`config.mk`:
```
export PLATFORM = sky130hd
export DESIGN_NAME = fifo_wr_arbiter
export DESIGN_NICKNAME = d
export VERILOG_FILES = /design/src/rtl/fifo_wr_arbiter.sv
export SDC_FILE = /design/constraint.sdc
export NUM_CORES = 1
export LEC_CHECK = 0
export BUFFER_PORTS_ARGS = -buffer_cell sky130_fd_sc_hd__buf_2
export CAP_MARGIN = 20
export CELL_PAD_IN_SITES_DETAIL_PLACEMENT = 0
export CELL_PAD_IN_SITES_GLOBAL_PLACEMENT = 2
export CORE_MARGIN = 2
export CORE_UTILIZATION = 24
export DETAILED_ROUTE_END_ITERATION = 10
export GPL_ROUTABILITY_DRIVEN = 0
export GPL_TIMING_DRIVEN = 0
export PLACE_DENSITY = 0.81
export SKIP_LAST_GASP = 1
export SYNTH_ARGS = -nofsm -noshare
export SYNTH_HDL_FRONTEND = slang
export SYNTH_SLANG_ARGS = --single-unit
```
`constraint.sdc`:
```
create_clock -name clk -period 2.5 [get_ports clk]
set_input_delay 0.5 -clock clk [delete_from_list [all_inputs] [get_ports clk]]
set_output_delay 0.5 -clock clk [all_outputs]
set_load 0.01 [all_outputs]
```
`src/rtl/fifo_wr_arbiter.sv`:
```
// Round-robin arbiter sharing the write port of an async FIFO between N lanes.
// Bursts of up to BURST_MAX words per grant, throttled by full_w/space_count.
module fifo_wr_arbiter #(
   parameter int N         = 4,
   parameter int DW        = 32,
   parameter int BURST_MAX = 8,
   parameter int CW        = 8
) (
   input  logic            clk,
   input  logic            rst,
   input  logic [N-1:0]    req,
   input  logic [N*DW-1:0] data_in,
   output logic [N-1:0]    ack,
   output logic [N-1:0]    grant,
   output logic            busy,
   output logic            en_w,
   output logic [DW-1:0]   data_w,
   input  logic            full_w,
   input  logic [CW-1:0]   space_count
);

   localparam int PW = $clog2(N);

   typedef enum logic {IDLE, GRANT} state_t;

   state_t          state, state_n;
   logic [N-1:0]    grant_n;
   logic [PW-1:0]   ptr, ptr_n;
   logic [7:0]      beats, beats_n;
   logic            en_n, busy_n;
   logic [DW-1:0]   data_n;
   logic [PW-1:0]   owner, winner;
   logic            space_ok, accept;
   logic [DW-1:0]   lane;

   always_comb begin
      owner = '0;
      for (int i = 0; i < N; i++)
         if (grant[i]) owner = PW'(i);
   end

   always_comb begin
      winner = ptr;
      for (int k = N - 1; k >= 0; k--)
         if (req[(int'(ptr) + k) % N])
            winner = PW'((int'(ptr) + k) % N);
   end

   // a registered write not yet visible in space_count still needs a slot
   assign space_ok = !full_w && (space_count > CW'(en_w));
   assign lane     = data_in[int'(owner)*DW +: DW];
   assign accept   = (state == GRANT) && req[owner] && space_ok && !rst;
   assign ack      = accept ? grant : '0;

   always_comb begin
      state_n = state;
      grant_n = grant;
      ptr_n   = ptr;
      beats_n = beats;
      en_n    = 1'b0;
      data_n  = data_w;
      unique case (state)
         IDLE: begin
            if (|req) begin
               state_n         = GRANT;
               grant_n         = '0;
               grant_n[winner] = 1'b1;
               beats_n         = '0;
            end
         end
         GRANT: begin
            if (accept) begin
               en_n    = 1'b1;
               data_n  = lane;
               beats_n = beats + 8'd1;
            end
            if ((!req[owner] && space_ok) ||
                (accept && beats == 8'(BURST_MAX - 1))) begin
               state_n = IDLE;
               grant_n = '0;
               ptr_n   = (owner == PW'(N - 1)) ? '0 : owner + 1'b1;
            end
         end
         default: state_n = IDLE;
      endcase
      busy_n = (state_n == GRANT);
   end

   always_ff @(posedge clk) begin
      if (rst) begin
         state  <= IDLE;
         grant  <= '0;
         ptr    <= '0;
         beats  <= '0;
         busy   <= 1'b0;
         en_w   <= 1'b0;
         data_w <= '0;
      end else begin
         state  <= state_n;
         grant  <= grant_n;
         ptr    <= ptr_n;
         beats  <= beats_n;
         busy   <= busy_n;
         en_w   <= en_n;
         data_w <= data_n;
      end
   end

endmodule

```
==> impl_metrics.ini, run 1 <==
[run_status]
status = completed

[setup_path]
critical_path_class = input port to output port
cp-start-kind = input port
worstPathMaxFanout = 4
cp-end-kind = output port
arrival_ns = 1.98
required_ns = 2.00

[power_and_ir_drop]
leakage_nw = 2.22
ir_drop_uv = 269
power_density_nw_per_um2 = 437
power_w = 0.00203

[synthesis]
synth_seq_area_share_pct = 29.4
syn-cell-area_sq_um = 3270
synth-edff-count = 0
synth_area_leader_cell = dfxtp_1
syn-mean-instance-area_sq_um = 8.92
synthCells = 367
synth.net_count = 512
yosys_register_bits = 48
synthTopCellsByCount = 72 x mux2i_1, 48 x dfxtp_1, 47 x nand2_1
synth_top_area_share_pct = 29.4
synth.most_common_cell = mux2i_1
synthArstFlopShare_pct = 0
yosysWarnings = 0
synth.top_cells.by_area = dfxtp_1 29%, mux2i_1 22%, o21ai_2 8.0%, o211ai_1 7.8%, o21ai_0 5.5%
synth_top_flop_cell = dfxtp_1
ys_types = 50

[timing]
hold_ws_ns = 0.476
slew_viol_final = 0
hold_viol_final = 0
relSlewSlack_pct = 51.1
fmax_mhz = 403
finalCritPeriodShare_pct = 99.3
finalSetupViolCount = 0
tightest_slew_ns = 0.733
layout_setup_ws_ns = 0.0180
skew_ns = 0.00450
rsz0062_at_grt = yes
period_minus_slack_ns = 2.48

[placement]
dp.cells = 726
place_hpwl_um = 9180
pre_cts_ws_ns = -0.240
numPortBuffers = 183

[finish]
layout-drive-gt1-share_pct = 46.7
nets = 709
diodes = 0
final_cells = 741
fin_util_pct = 35.0
areaGrowthSynthToFinish_pct = 42.1

[hold_path]
hold_path.class = flip-flop to flip-flop

[floorplan]
start_util_pct = 24.6
die_area_sq_um = 14600
row_count = 42
fp.dieH_um = 121
die_w_um = 121
core-area_sq_um = 13300
io_pins = 185

[global_routing]
antenna_found_initial = 0
track_usage_pct = 15.3
grt_pass1_vias = 3551
grt_remaining_overflow = 0
grt_max_degree = 15
grt_first_pass_wirelength_um = 17900

[clock_tree]
insertion_delay_ns = 0.28
htree_levels = 2
cts_made_buffers = 5
clock_path_buffers = 2
cts.clk_slew.worst_paths_ns = 0.06
cts_tree = yes
cts_hold_buf = 0
cts.sinks = 48
cts_root_buf = clkbuf_16

[routing]
drt_iter0_drc = 175
ant_nets = 0
wl_um = 11500
firstDrtPassIters = 5
wire_per_inst_um = 15.5
drc = 0
wl_met3_um = 699
maxUsedRoutingLayer = met4
wl_met2_um = 5540
wl_met1_um = 5230
route.vias.total = 3477
viasPerCell = 4.69

[flow_run]
maxCapViolCount = 0
-- flip-flops by register name, summed over array words and instances, names as in the netlist --
name,flops
en_w,1
grant,4
data_w,32
state,1
ptr,2
beats,8
-- final timing paths --
path / startpoint / endpoint / slack (ns) / depth (start not counted)
setup / recovery: space_count[6] / ack[0] / 0.02 / 7
hold / removal: data_w[0]$_SDFFE_PP0P_ / data_w[0]$_SDFFE_PP0P_ / 0.48 / 2
setup reg to reg: grant[2]$_SDFFE_PP0P_ / data_w[13]$_SDFFE_PP0P_ / 0.40 / 7
hold reg to reg: data_w[0]$_SDFFE_PP0P_ / data_w[0]$_SDFFE_PP0P_ / 0.48 / 2
-- power by group --
part,internal (W),switching (W)
Sequential,0.000798,0.0000239
Combinational,0.000248,0.000282
Clock,0.000395,0.000285
-- logic make-up (layout without fill, tap and decap cells) --
kind of cell / after synthesis / after routing / share of synthesized area (%)
adders and majority gates: 2 / 2 / 0.764
and+or+nand+nor: 85 / 85 / 12.8
AOI/OAI and AO/OA: 120 / 120 / 27.7
DFF: 48 / 48 / 29.4
buffers and inverters: 39 / 237 / 7.03
muxes: 73 / 73 / 22.4
-- worst max-delay path, stage by stage --
cell,delay (ns)
buf_2,0.10
or4_4,0.56
o311a_4,0.34
nand3_4,0.14
inv_4,0.06
and2_1,0.15
buf_2,0.13
-- metrics by stage --
step	setup TNS (ns)	cell area, sq um
after global placement	-0.802	4410
after detailed placement	-0.839	4410
after CTS	0	4640
after global routing	-0.0696	4650
final	0	4650
after floorplan	0	3270
-- cells in the final DEF (no fill, tap or decap), drive strengths merged, types with 3 or more instances in the layout --
master | synthesis | routed
mux2i | 72 | 72
o21ai | 67 | 67
o22ai | 4 | 4
nor4 | 3 | 3
o211ai | 35 | 35
clkbuf | 12 | 18
nand3 | 7 | 7
nor2 | 6 | 6
nand2b | 4 | 4
dfxtp | 48 | 48
nor3 | 4 | 4
inv | 8 | 8
nand2 | 47 | 47
buf | 17 | 207
-- area by class of cell --
cell class / count / area (sq um)
Buffer: 30 / 218
Clock buffer: 6 / 139
Clock inverter: 2 / 10.0
Fill cell: 1425 / 8640
Inverter: 8 / 32.5
Multi-Input combinational cell: 280 / 2090
Sequential cell: 48 / 963
Tap cell: 176 / 220
Timing Repair Buffer: 191 / 976
-- layer usage --
| layer | global-route usage (%) | vias to the layer above |
|---|---|---|
| li1 | - | 1757 |
| met1 | 19.8 | 1585 |
| met2 | 26.9 | 131 |
| met3 | 2.83 | 4 |
| met4 | 2.03 | 0 |
| met5 | 0 | - |
-- repair_timing --
action | 4_1_cts | 5_1_grt
buffers inserted | 6 | 2
gates resized for setup | 13 | 4
setup endpoints to repair | 4 | 6
pin swaps | 2 | 2
gates cloned | 0 | 0
Note: power is estimated with default switching activity, not from simulation.
==> run 2, diff against run 1 <==
--- a/config.mk
+++ b/config.mk
@@ -9,6 +9,7 @@
 export CAP_MARGIN = 20
 export CELL_PAD_IN_SITES_DETAIL_PLACEMENT = 0
 export CELL_PAD_IN_SITES_GLOBAL_PLACEMENT = 2
+export CORE_ASPECT_RATIO = 1.5
 export CORE_MARGIN = 2
 export CORE_UTILIZATION = 24
 export DETAILED_ROUTE_END_ITERATION = 10
==> constraint.sdc (replaced) <==
create_clock -name clk -period 2.4 [get_ports clk]
set_input_delay 0.48 -clock clk [delete_from_list [all_inputs] [get_ports clk]]
set_output_delay 0.48 -clock clk [all_outputs]
set_load 0.01 [all_outputs]
==> run 2 against run 1 <==
Against the previous run:
- sequential share of layout area fell by 0.31 points
- sequential cell count stayed put
- hold slack worse by 0.018 ns
- largest cell class unchanged
- largest power group unchanged
- critical endpoint unchanged
==> impl_metrics.ini, run 2 (synthesis gave the netlist of run 1 again) <==
[run_status]
status = completed

[global_routing]
grt_first_pass_wirelength_um = 18800
grt_pass1_vias = 3653
grt_max_degree = 18
antenna_found_initial = 0
grt_remaining_overflow = 0
track_usage_pct = 16.3

[routing]
wl_um = 12400
wire_per_inst_um = 16.9
drt_iter0_drc = 80
viasPerCell = 4.84
drc = 0
route.vias.total = 3525
firstDrtPassIters = 5
ant_nets = 0

[setup_path]
cp_slowest_cell = or4_4
cp_cell_sequence = buf_6 > or4_4 > o311a_4 > nand3_4 > inv_4 > and2_4 > buf_6
r2r_end = data_w[15]$_SDFFE_PP0P_
slowest_delay_ns = 0.53
rr_startpoint = grant[2]$_SDFFE_PP0P_
arrival_ns = 1.92
cp_common_cell = buf_6
cp-end-kind = output port
worstPathMaxFanout = 4
reg2reg_depth = 6
required_ns = 1.92
critical_path_class = input port to output port
cp-start-kind = input port
reg2reg_slack_ns = 0.42

[placement]
numPortBuffers = 183
place_hpwl_um = 10100
pre_cts_ws_ns = -0.305

[finish]
regMostFlops = data_w
layout-drive-gt1-share_pct = 47.6
layout_common_cells = 185 x buf_2, 72 x mux2i_1, 47 x nand2_1, 46 x dfxtp_1, 36 x o21ai_0
largest_reg_flops = 32
nets = 711
areaGrowthSynthToFinish_pct = 44.2
reg_top3 = data_w x32, beats x8, grant x4
diodes = 0
final_common_cell = buf_2

[power_and_ir_drop]
ir_drop_uv = 248
leakage_nw = 2.25
power_w = 0.00222
power_report.internal_total_w = 0.00158
combinationalPowerShare_pct = 25.5
p_seq_share_pct = 38.6
p_sw_w = 0.000635
p_clk_share_pct = 35.9
power_density_nw_per_um2 = 470
switching_share_pct = 28.6

[clock_tree]
cts_root_buf = clkbuf_16
insertion_delay_ns = 0.29
cts.sinks = 48
clock_path_buffers = 2
htree_levels = 2
cts_hold_buf = 0
cts.clk_slew.worst_paths_ns = 0.07
cts_made_buffers = 5
cts_tree = yes

[flow_run]
maxCapViolCount = 0

[timing]
slew_viol_final = 0
skew_ns = 0.00382
tightest_slew_ns = 0.793
finalSetupViolCount = 0
hold_viol_final = 0
period_minus_slack_ns = 2.40
layout_setup_ws_ns = 0.00354
finalCritPeriodShare_pct = 99.9
fmax_mhz = 417
relSlewSlack_pct = 47.1
rsz0062_at_grt = yes

[hold_path]
hold-path-endpoint = data_w[29]$_SDFFE_PP0P_
hold_start = data_in[125]
holdPathStages = 3
hold_path.class = input port to flip-flop

[floorplan]
fp.dieH_um = 147
start_util_pct = 24.4
core-area_sq_um = 13400
row_count = 52
die_w_um = 99.4
io_pins = 185
die_area_sq_um = 14600
-- run 2: worst max-delay path by stage --
stage                         from     end  slack, ns  cells after the start
floorplan           space_count[6]  ack[1]       0.07                      5
global placement    space_count[6]  ack[3]      -0.31                      7
detailed placement  space_count[6]  ack[3]      -0.31                      7
CTS                 space_count[1]  ack[2]      -0.02                      7
global route        space_count[1]  ack[0]      -0.03                      7
finish              space_count[1]  ack[0]      0.004                      7
-- run 2: timing repair --
action                     in CTS  in global routing
pin swaps                       3                  2
gates resized for setup        18                  7
buffers inserted               10                  1
setup endpoints to repair       4                  4
-- run 2: final cells by class --
| type | instances | area, sq um |
|---|---|---|
| well taps | 162 | 203 |
| clock buffers | 5 | 125 |
| repair buffers | 194 | 1020 |
| plain buffers | 29 | 213 |
| flip-flops and latches | 48 | 963 |
| fillers | 1437 | 8680 |
| multi-input cells | 280 | 2120 |
| inverters | 8 | 32.5 |
| clock inverters | 3 | 42.5 |
-- run 2: critical path, delay by kind of cell --
kind / cells / cell delay (ns)
simple gates: 3 / 0.82
buf+inv: 3 / 0.26
compound gates: 1 / 0.35
-- run 2: power groups by stage --
stage          Clock [W]  Combinational, W  Sequential [W]
2_1_floorplan          0          0.000291        0.000884
3_3_place_gp           0          0.000540        0.000873
3_5_place_dp           0          0.000547        0.000874
4_1_cts         0.000822          0.000571        0.000857
5_1_grt         0.000855          0.000619        0.000860
6_report        0.000797          0.000565        0.000857
-- run 2: metal layers --
layer | vias to the layer above | global-route usage [%] | part of all wire [%]
met5 | - | 0 | 0
met4 | 0 | 5.75 | 2.5
met3 | 19 | 3.09 | 6.5
met2 | 140 | 32.1 | 55
met1 | 1610 | 16.8 | 36
li1 | 1756 | - | -
-- run 2: per-stage QoR --
stage / cell area (sq um) / std cells / hold slack [ns] / util (%) / TNS, ns
after floorplan: 3270 / 367 / 0.435 / - / 0
after global placement: 4390 / 712 / 0.454 / 32.8 / -1.11
after detailed placement: 4390 / 712 / 0.457 / 32.8 / -1.11
after CTS: 4690 / 729 / 0.452 / 35.0 / -0.0173
after global routing: 4720 / 729 / 0.466 / 35.2 / -0.0801
final: 4720 / 729 / 0.459 / 35.2 / 0
